## config.mk

```make
export PLATFORM = sky130hd
export DESIGN_NAME = exp_golomb_pipe_decoder
export DESIGN_NICKNAME = d
export VERILOG_FILES = /design/src/rtl/exp_golomb_pkg.sv /design/src/rtl/exp_golomb_pipe_decoder_lzc.sv /design/src/rtl/exp_golomb_pipe_decoder.sv
export SDC_FILE = /design/constraint.sdc
export NUM_CORES = 1
export LEC_CHECK = 0
export CELL_PAD_IN_SITES_DETAIL_PLACEMENT = 0
export CELL_PAD_IN_SITES_GLOBAL_PLACEMENT = 2
export CORE_MARGIN = 2
export CORE_UTILIZATION = 25
export CTS_CLUSTER_SIZE = 14
export DETAILED_ROUTE_END_ITERATION = 8
export GPL_TIMING_DRIVEN = 0
export PLACE_DENSITY_LB_ADDON = 0.1
export SLEW_MARGIN = 25
export SYNTH_ARGS = -nofsm -noshare
export SYNTH_HDL_FRONTEND = slang
export SYNTH_SLANG_ARGS = --single-unit
```

## constraint.sdc

```tcl
create_clock -name clk -period 6.3 [get_ports clk]
set_input_delay 1.26 -clock clk [delete_from_list [all_inputs] [get_ports clk]]
set_output_delay 1.26 -clock clk [all_outputs]
set_load 0.01 [all_outputs]
```

## src/rtl/exp_golomb_pkg.sv

```systemverilog
// Shared definitions for the Exp-Golomb pipeline decoder: mode encodings
// and the window-derived size helpers.
package exp_golomb_pkg;

    typedef enum logic [1:0] {
        MODE_NONE = 2'b00,
        MODE_UE   = 2'b01,
        MODE_SE   = 2'b10,
        MODE_TE   = 2'b11
    } eg_mode_e;

    // Largest prefix whose full 2*lz+1 code still fits in the window.
    function automatic int eg_lz_max(input int win_w);
        return (win_w - 1) / 2;
    endfunction

    function automatic int eg_len_w(input int win_w);
        return $clog2(win_w + 1);
    endfunction

endpackage

```

## src/rtl/exp_golomb_pipe_decoder_lzc.sv

```systemverilog
// Combinational leading-zero counter over the bitstream window (MSB first).
// lz saturates at WIN_W for an all-zero window.
module eg_lzc
    import exp_golomb_pkg::*;
#(
    parameter int WIN_W = 32
) (
    input  logic [WIN_W-1:0]           win,
    output logic [eg_len_w(WIN_W)-1:0] lz,
    output logic                       all_zero
);

    localparam int LZ_W = eg_len_w(WIN_W);

    logic found;

    always_comb begin
        lz    = LZ_W'(WIN_W);
        found = 1'b0;
        for (int i = WIN_W - 1; i >= 0; i--) begin
            if (win[i] && !found) begin
                lz    = LZ_W'(WIN_W - 1 - i);
                found = 1'b1;
            end
        end
        all_zero = !found;
    end

endmodule

```

## src/rtl/exp_golomb_pipe_decoder.sv

```systemverilog
// Two-stage Exp-Golomb decoder (ue/se/te): S1 captures the prefix length,
// S2 holds the decoded result until the consumer takes it.
module exp_golomb_pipe_decoder
    import exp_golomb_pkg::*;
#(
    parameter int WIN_W = 32,
    parameter int OUT_W = 16,
    parameter int CNT_W = 16
) (
    input  logic                       clk,
    input  logic                       reset_n,
    input  logic                       in_valid,
    output logic                       in_ready,
    input  logic [WIN_W-1:0]           bits_window,
    input  logic [1:0]                 mode,
    input  logic                       te_cmax_one,
    output logic                       out_valid,
    input  logic                       out_ready,
    output logic [OUT_W-1:0]           out_value,
    output logic [eg_len_w(WIN_W)-1:0] out_len,
    output logic                       out_err,
    output logic                       err_sticky,
    input  logic                       err_clr,
    output logic [CNT_W-1:0]           sym_count
);

    localparam int LEN_W  = eg_len_w(WIN_W);
    localparam int LZ_MAX = eg_lz_max(WIN_W);

    logic [LEN_W-1:0] lz_in;
    logic             all_zero_in;

    eg_lzc #(.WIN_W(WIN_W)) u_lzc (
        .win      (bits_window),
        .lz       (lz_in),
        .all_zero (all_zero_in)
    );

    logic             s1_valid;
    logic [LEN_W-1:0] s1_lz;
    logic [WIN_W-1:0] s1_win;
    eg_mode_e         s1_mode;
    logic             s1_cmax_one;
    logic             s1_all_zero;

    logic accept;
    logic s1_adv;
    logic deliver;

    assign deliver  = out_valid & out_ready;
    assign s1_adv   = s1_valid & (!out_valid | out_ready);
    assign in_ready = reset_n & (!s1_valid | s1_adv);
    assign accept   = in_valid & in_ready;

    always_ff @(posedge clk) begin
        if (!reset_n) begin
            s1_valid    <= 1'b0;
            s1_lz       <= '0;
            s1_win      <= '0;
            s1_mode     <= MODE_NONE;
            s1_cmax_one <= 1'b0;
            s1_all_zero <= 1'b0;
        end else if (accept) begin
            s1_valid    <= 1'b1;
            s1_lz       <= lz_in;
            s1_win      <= bits_window;
            s1_mode     <= eg_mode_e'(mode);
            s1_cmax_one <= te_cmax_one;
            s1_all_zero <= all_zero_in;
        end else if (s1_adv) begin
            s1_valid <= 1'b0;
        end
    end

    logic             lz_over;
    logic [OUT_W-1:0] code_num;
    logic [OUT_W-1:0] dec_value;
    logic [LEN_W-1:0] dec_len;
    logic             dec_err;

    assign lz_over = s1_all_zero | (int'(s1_lz) > LZ_MAX);

    // The prefix zeros sit above the code field, so a right shift alone
    // isolates the lz+1 info bits; the shift is only legal once lz fits.
    always_comb begin
        code_num  = '0;
        dec_value = '0;
        dec_len   = '0;
        dec_err   = 1'b0;
        if (!lz_over) begin
            code_num = OUT_W'(s1_win >> (WIN_W - 1 - 2 * int'(s1_lz))) - OUT_W'(1);
        end
        if (s1_mode == MODE_NONE) begin
            dec_err = 1'b1;
        end else if (s1_mode == MODE_TE && s1_cmax_one) begin
            dec_value = OUT_W'(!s1_win[WIN_W-1]);
            dec_len   = LEN_W'(1);
        end else if (lz_over) begin
            dec_err = 1'b1;
        end else begin
            dec_len = LEN_W'(2 * int'(s1_lz) + 1);
            if (s1_mode == MODE_SE) begin
                dec_value = code_num[0] ? ((code_num + OUT_W'(1)) >> 1)
                                        : (OUT_W'(0) - (code_num >> 1));
            end else begin
                dec_value = code_num;
            end
        end
    end

    always_ff @(posedge clk) begin
        if (!reset_n) begin
            out_valid <= 1'b0;
            out_value <= '0;
            out_len   <= '0;
            out_err   <= 1'b0;
        end else if (s1_adv) begin
            out_valid <= 1'b1;
            out_value <= dec_value;
            out_len   <= dec_len;
            out_err   <= dec_err;
        end else if (deliver) begin
            out_valid <= 1'b0;
        end
    end

    // A new error wins over a same-cycle clear so no error is ever lost.
    always_ff @(posedge clk) begin
        if (!reset_n) begin
            err_sticky <= 1'b0;
            sym_count  <= '0;
        end else begin
            if (deliver && out_err) begin
                err_sticky <= 1'b1;
            end else if (err_clr) begin
                err_sticky <= 1'b0;
            end
            if (deliver && !out_err) begin
                sym_count <= sym_count + CNT_W'(1);
            end
        end
    end

endmodule

```

# Word-level counts from Yosys, hierarchy flattened
# Index checks and enable logic that the tools add are counted.
totals:
  regBits: 84
  latch_bits: 0
  ram_bits: 0
  rom_bits: 0
  output_inout_bits: 42
  word_cells: 185
  memories: 0
op_classes:
  addsub: 6
  n_mul: 0
  n_div: 0
  n_lt_le_gt_ge: 1
  eq_ne: 2
  n_shift: 1
  mux: 82
  bitwise: 7
  reduce_logical: 74
ops:
  columns: ["op", "n"]
  rows:
  - ["$mux W6", 35]
  - ["$mux W16", 6]
  - ["$mux W1", 41]
  - ["$logic_not A1 Y1", 36]
  - ["$logic_and A1 B1 Y1", 34]
  - ["$add A16 B1 Y16 const B", 2]
  - ["$shr A32 B32 Y16", 1]
  - ["$sub A1 B15 Y16 const A", 1]
  - ["$sub A16 B1 Y16 const B", 1]
  - ["$sub A5 B7 Y8 const A", 1]
  - ["$add A6 B1 Y6 const B", 1]
  - ["$gt A6 B4 Y1 const B", 1]
  - ["$reduce_bool A2 Y1", 3]
  - ["$and A1 B1 Y1", 4]
  - ["$eq A2 B2 Y1 const B", 2]
  - ["$or A1 B1 Y1", 3]
  - ["$logic_not A2 Y1", 1]

# Depth between registers and ports, before layout
depth:
  word_depth: 95
  mapped_depth: 19
  mapped_depth_nobuf: 16

# By module
# Synthesis repeated with hierarchy kept, for this count alone.
hier_totals:
  hier_cells: 773
  area_unflattened_um2: 6231.0
modules_own_cells:
  columns: ["mod", "n_inst", "cells_each", "area_each_um2"]
  rows:
  - ["exp_golomb_pipe_decoder", 1, 703, 5830.6]
  - ["eg_lzc", 1, 70, 400.4]

# Worst setup path after synthesis
# Ideal clock, no wire load.
synth_timing:
  path_type: "reg-to-reg"
  from: "reg s1_lz[0]"
  to: "reg out_value[14]"
  setup_ns: 0.071
  arrival_ns: 4.336
  required_ns: 6.229
  setup_slack_ns: 1.893
  path_stages_with_launch: 19
  synth_period_minus_slack_ns: 4.407
  cell_sequence: "dfxtp_1 > buf_6 > buf_6 > or2_2 > o221ai_1 > a21oi_1 > o221ai_1 > clkbuf_1 > ha_1 > inv_1 > nor4_4 > nand4_4 > nor4_4 > mux2i_1 > nand4_1 > nor3_1 > xor2_1 > a221o_1 > a21oi_1"
synth_between:
  elab_chain_len: 10
  word_cells_on_any_way: 13
  classes_between: "add/sub: 4; order compare: 1; shift: 1; mux: 6; bitwise: 1"
synth_lines:
  columns: ["element", "line", "rtl"]
  rows:
  - ["start: declaration", "exp_golomb_pipe_decoder.sv:40", "logic [LEN_W-1:0] s1_lz;"]
  - ["start signal: assignment", "exp_golomb_pipe_decoder.sv:65", "s1_lz <= lz_in;"]
  - ["$sub A5 B7 Y8", "exp_golomb_pipe_decoder.sv:91", "code_num = OUT_W'(s1_win >> (WIN_W - 1 - 2 * int'(s1_lz))) - OUT_W'(1);"]
  - ["$shr A32 B32 Y16", "exp_golomb_pipe_decoder.sv:91", null]
  - ["$sub A16 B1 Y16", "exp_golomb_pipe_decoder.sv:91", null]
  - ["$mux W16", "exp_golomb_pipe_decoder.sv:90", "if (!lz_over) begin"]
  - ["$add A16 B1 Y16 or $sub A1 B15 Y16 (tied branches)", "exp_golomb_pipe_decoder.sv:103, exp_golomb_pipe_decoder.sv:104", null]
  - ["$mux W16", "exp_golomb_pipe_decoder.sv:103", "dec_value = code_num[0] ? ((code_num + OUT_W'(1)) >> 1)"]
  - ["$mux W16", "exp_golomb_pipe_decoder.sv:102", "if (s1_mode == MODE_SE) begin"]
  - ["$mux W16 (*)", "exp_golomb_pipe_decoder.sv:98", "end else if (lz_over) begin"]
  - ["$mux W16 (*)", "exp_golomb_pipe_decoder.sv:95", "end else if (s1_mode == MODE_TE && s1_cmax_one) begin"]
  - ["$mux W16 (*)", "exp_golomb_pipe_decoder.sv:93", "if (s1_mode == MODE_NONE) begin"]
  - ["end signal: assignment", "exp_golomb_pipe_decoder.sv:119", "out_value <= dec_value;"]
  - ["end: declaration", "exp_golomb_pipe_decoder.sv:19", "output logic [OUT_W-1:0] out_value,"]
# Every way passes the cells marked *; elsewhere a longest branch is shown, timed or not.
# A chain may end at the register's enable or synchronous reset.

# Worst setup path after layout
layout_timing:
  from: "reg s1_lz[2]"
  to: "reg out_value[14]"
# Same word-level chain as after synthesis.

==> impl_metrics.tcl <==
set metrics [dict create \
    status "complete, no violations" \
    synthTopCellsByArea "dfxtp_1 (26%), nand2_1 (6.6%), mux2i_1 (5.0%), nand3_1 (4.7%), nor2_1 (4.7%)" \
    start_kind "flop" \
    synthFlopType "dfxtp_1" \
    combPwrFrac_pct 33.0 \
    final_core_util_pct 31.8 \
    initial_core_util_pct 25.5 \
    p_seq_share_pct 34.0 \
    p_sw_uw 601 \
    setup_tns_ns 0 \
    synth-warning-count 0 \
    postCtsHoldBufs 0 \
    cts_setup_buffers 0 \
    cts_buffers 9 \
    clk_latency_ns 0.35 \
    synth_top_area_cell "dfxtp_1" \
    finalHoldViolCount 0 \
    clkTransAtPathRegs_ns 0.07 \
    postPlaceCellArea_um2 7430 \
    synth-edff-count 0 \
    die_h_um 162 \
    grt_pass1_vias 6322 \
    ioPinCount 82 \
    route.detailed.drc 0 \
    drive_above_1_share_pct 9.83 \
    syn_nets 843 \
    cts_root_buf "clkbuf_16" \
    async_flop_share_pct 0 \
    dieWidth_um 162 \
    min_path_type "reg2reg" \
    cp_max_fo 10 \
    place_congestion 0.925 \
    synth_cell_types 90 \
    pwr-share-clk_pct 33.0 \
    finalWorstSetupSlack_ns 0.619 \
    setup_violations 0 \
    p_int_uw 1090 \
    synth.avg_cell_area_um2 7.79 \
    arrival_ns 5.96 \
    avgRoutedWirePerCell_um 20.8 \
    ys_ff_latch 82 \
    nets 934 \
    vias 6502 \
    cts_tree "done" \
    leakage_uw 0.00283 \
    area_growth_syn_to_layout_pct 24.6 \
    synthCells 799 \
    antenna_found_initial 0 \
    die_area_um2 26200 \
    rows 57 \
    grt_max_degree 16 \
    syn_area_um2 6220 \
    maxCapViolCount 0 \
    worst_pin_slew_ns 0.900 \
    dr.pass1.iters 5 \
    max_freq_mhz 176 \
    rsz0062_at_grt "no" \
    synth_top_area_share_pct 26.4 \
    num-fill-cells 2648 \
    ys_seq_area_share_pct 26.4 \
    post-dp-hpwl_um 20100 \
    routed_wl_um 25400 \
    core_um2 24400 \
    worstPathRequired_ns 6.58 \
    htreeDepth 3 \
    fin_area_um2 7750 \
    period_share_pct 90.2 \
    drt_iter0_drc 428 \
    maxSlewViolCount 0 \
    skew_ns 0.0132 \
    io_buffers 80 \
    end_kind "flop" \
    clk_path_buf_depth 2 \
    grt_first_pass_wirelength_um 38700 \
    cts_sinks 82 \
    gr-total-overflow 0 \
    powerDensity_nw_per_um2 218 \
    switching_share_pct 35.6 \
    avgViaCountPerCell 5.33 \
    diodes 0 \
    post_cts_resized 0 \
    maxSlewHeadroom_pct 39.2 \
    track_usage_pct 19.3 \
    place_ws_ns 0.732 \
    critPathKind "reg2reg" \
    ir_worst_vdd_uv 102 \
    period_needed_ns 5.68 \
    postRouteAntennaNets 0 \
]
worst max-delay path, cell delays in order (launching register included):
cell and delay (ns):
dfxtp_1 0.31, clkbuf_1 0.35, nor2b_1 0.36, a22oi_1 0.21, nor3b_1 0.19, o221ai_1 0.62
clkbuf_1 0.45, ha_1 0.37, inv_1 0.20, nor4_4 0.50, nand4_4 0.23, o22a_1 0.28
nor3_1 0.69, nand4_1 0.23, xor2_1 0.19, a221o_1 0.32, a21oi_1 0.12
registers in the layout, summed over array words and instances, names as in the netlist:
signal and flops:
err_sticky 1, out_err 1, out_len 6, out_valid 1, out_value 16, s1_cmax_one 1
s1_lz 6, s1_mode 2, s1_valid 1, s1_win 31, sym_count 16
final cells by class:
cell class,instances,area [um^2],share of cell area [%]
Timing Repair Buffer,80,801,10.3
Clock inverter,6,72.6,0.936
Buffer,54,284,3.66
Multi-Input combinational cell,647,4250,54.8
Tap cell,324,405,5.23
Inverter,16,60.1,0.775
Sequential cell,82,1640,21.2
Clock buffer,10,239,3.08
layout by cell type (no fill, tap or decap), types with 24 or more instances in the layout:
cell / count
nor3_1: 24
clkdlybuf4s50_1: 80
dfxtp_1: 82
mux2i_1: 31
nand2_1: 110
nand3_1: 59
o21ai_0: 31
a21oi_1: 40
clkbuf_1: 27
nor2_1: 78
power by group through the flow:
stage	Clock, uW	Combinational, uW	Sequential, uW
after floorplan	0	380	572
after global routing	592	604	576
after CTS	574	553	573
final	557	556	573
after detailed placement	0	550	585
after global placement	0	553	585
cells in the mapped netlist (8+ instances only):
master and count:
mux2_2 13, mux2i_1 31, dfxtp_1 82, xnor2_1 20, mux4_2 8, a22oi_1 11
o21ai_0 31, inv_1 13, a21oi_1 40, nand2_1 110, and3_1 8, nor3_1 25
o211ai_1 11, nand3_1 59, xor2_1 17, buf_2 11, nor4_1 16, nor2b_1 8
nor2_1 78, clkbuf_1 27
cells by family after synthesis:
family | count (synthesis) | synth area share [%]
muxes | 54 | 10.9
and+or+nand+nor | 376 | 31.1
adders and majority gates | 4 | 0.804
xor gates and xnor gates | 37 | 5.21
buffers and inverters | 70 | 5.53
AOI/OAI and AO/OA | 176 | 20.1
DFF | 82 | 26.4
per-layer routing:
metal  share of wire (%)  vias to the layer above  global-route usage (%)
li1                    -                     3134                       -
met1                  44                     3157                    24.4
met2                  49                      183                    33.7
met3                 4.0                       28                    2.89
met4                 2.4                        0                    5.75
met5                   0                        -                       0
through the flow:
stage          std cells  total power, uW  hold slack, ns
2_1_floorplan        799              952           0.434
3_3_place_gp        1203             1140           0.443
3_5_place_dp        1203             1140           0.451
4_1_cts             1219             1700           0.462
5_1_grt             1219             1770           0.487
6_report            1219             1690           0.459
final timing paths:
path	end	slack [ns]	from	depth (start not counted)
min	out_value[14]	0.46	out_value[14]	2
min reg2reg	out_value[14]	0.46	out_value[14]	2
max reg2reg	out_value[14]	0.62	s1_lz[2]	16
max	out_value[14]	0.62	s1_lz[2]	16
Power figures use the tool's default switching activity.
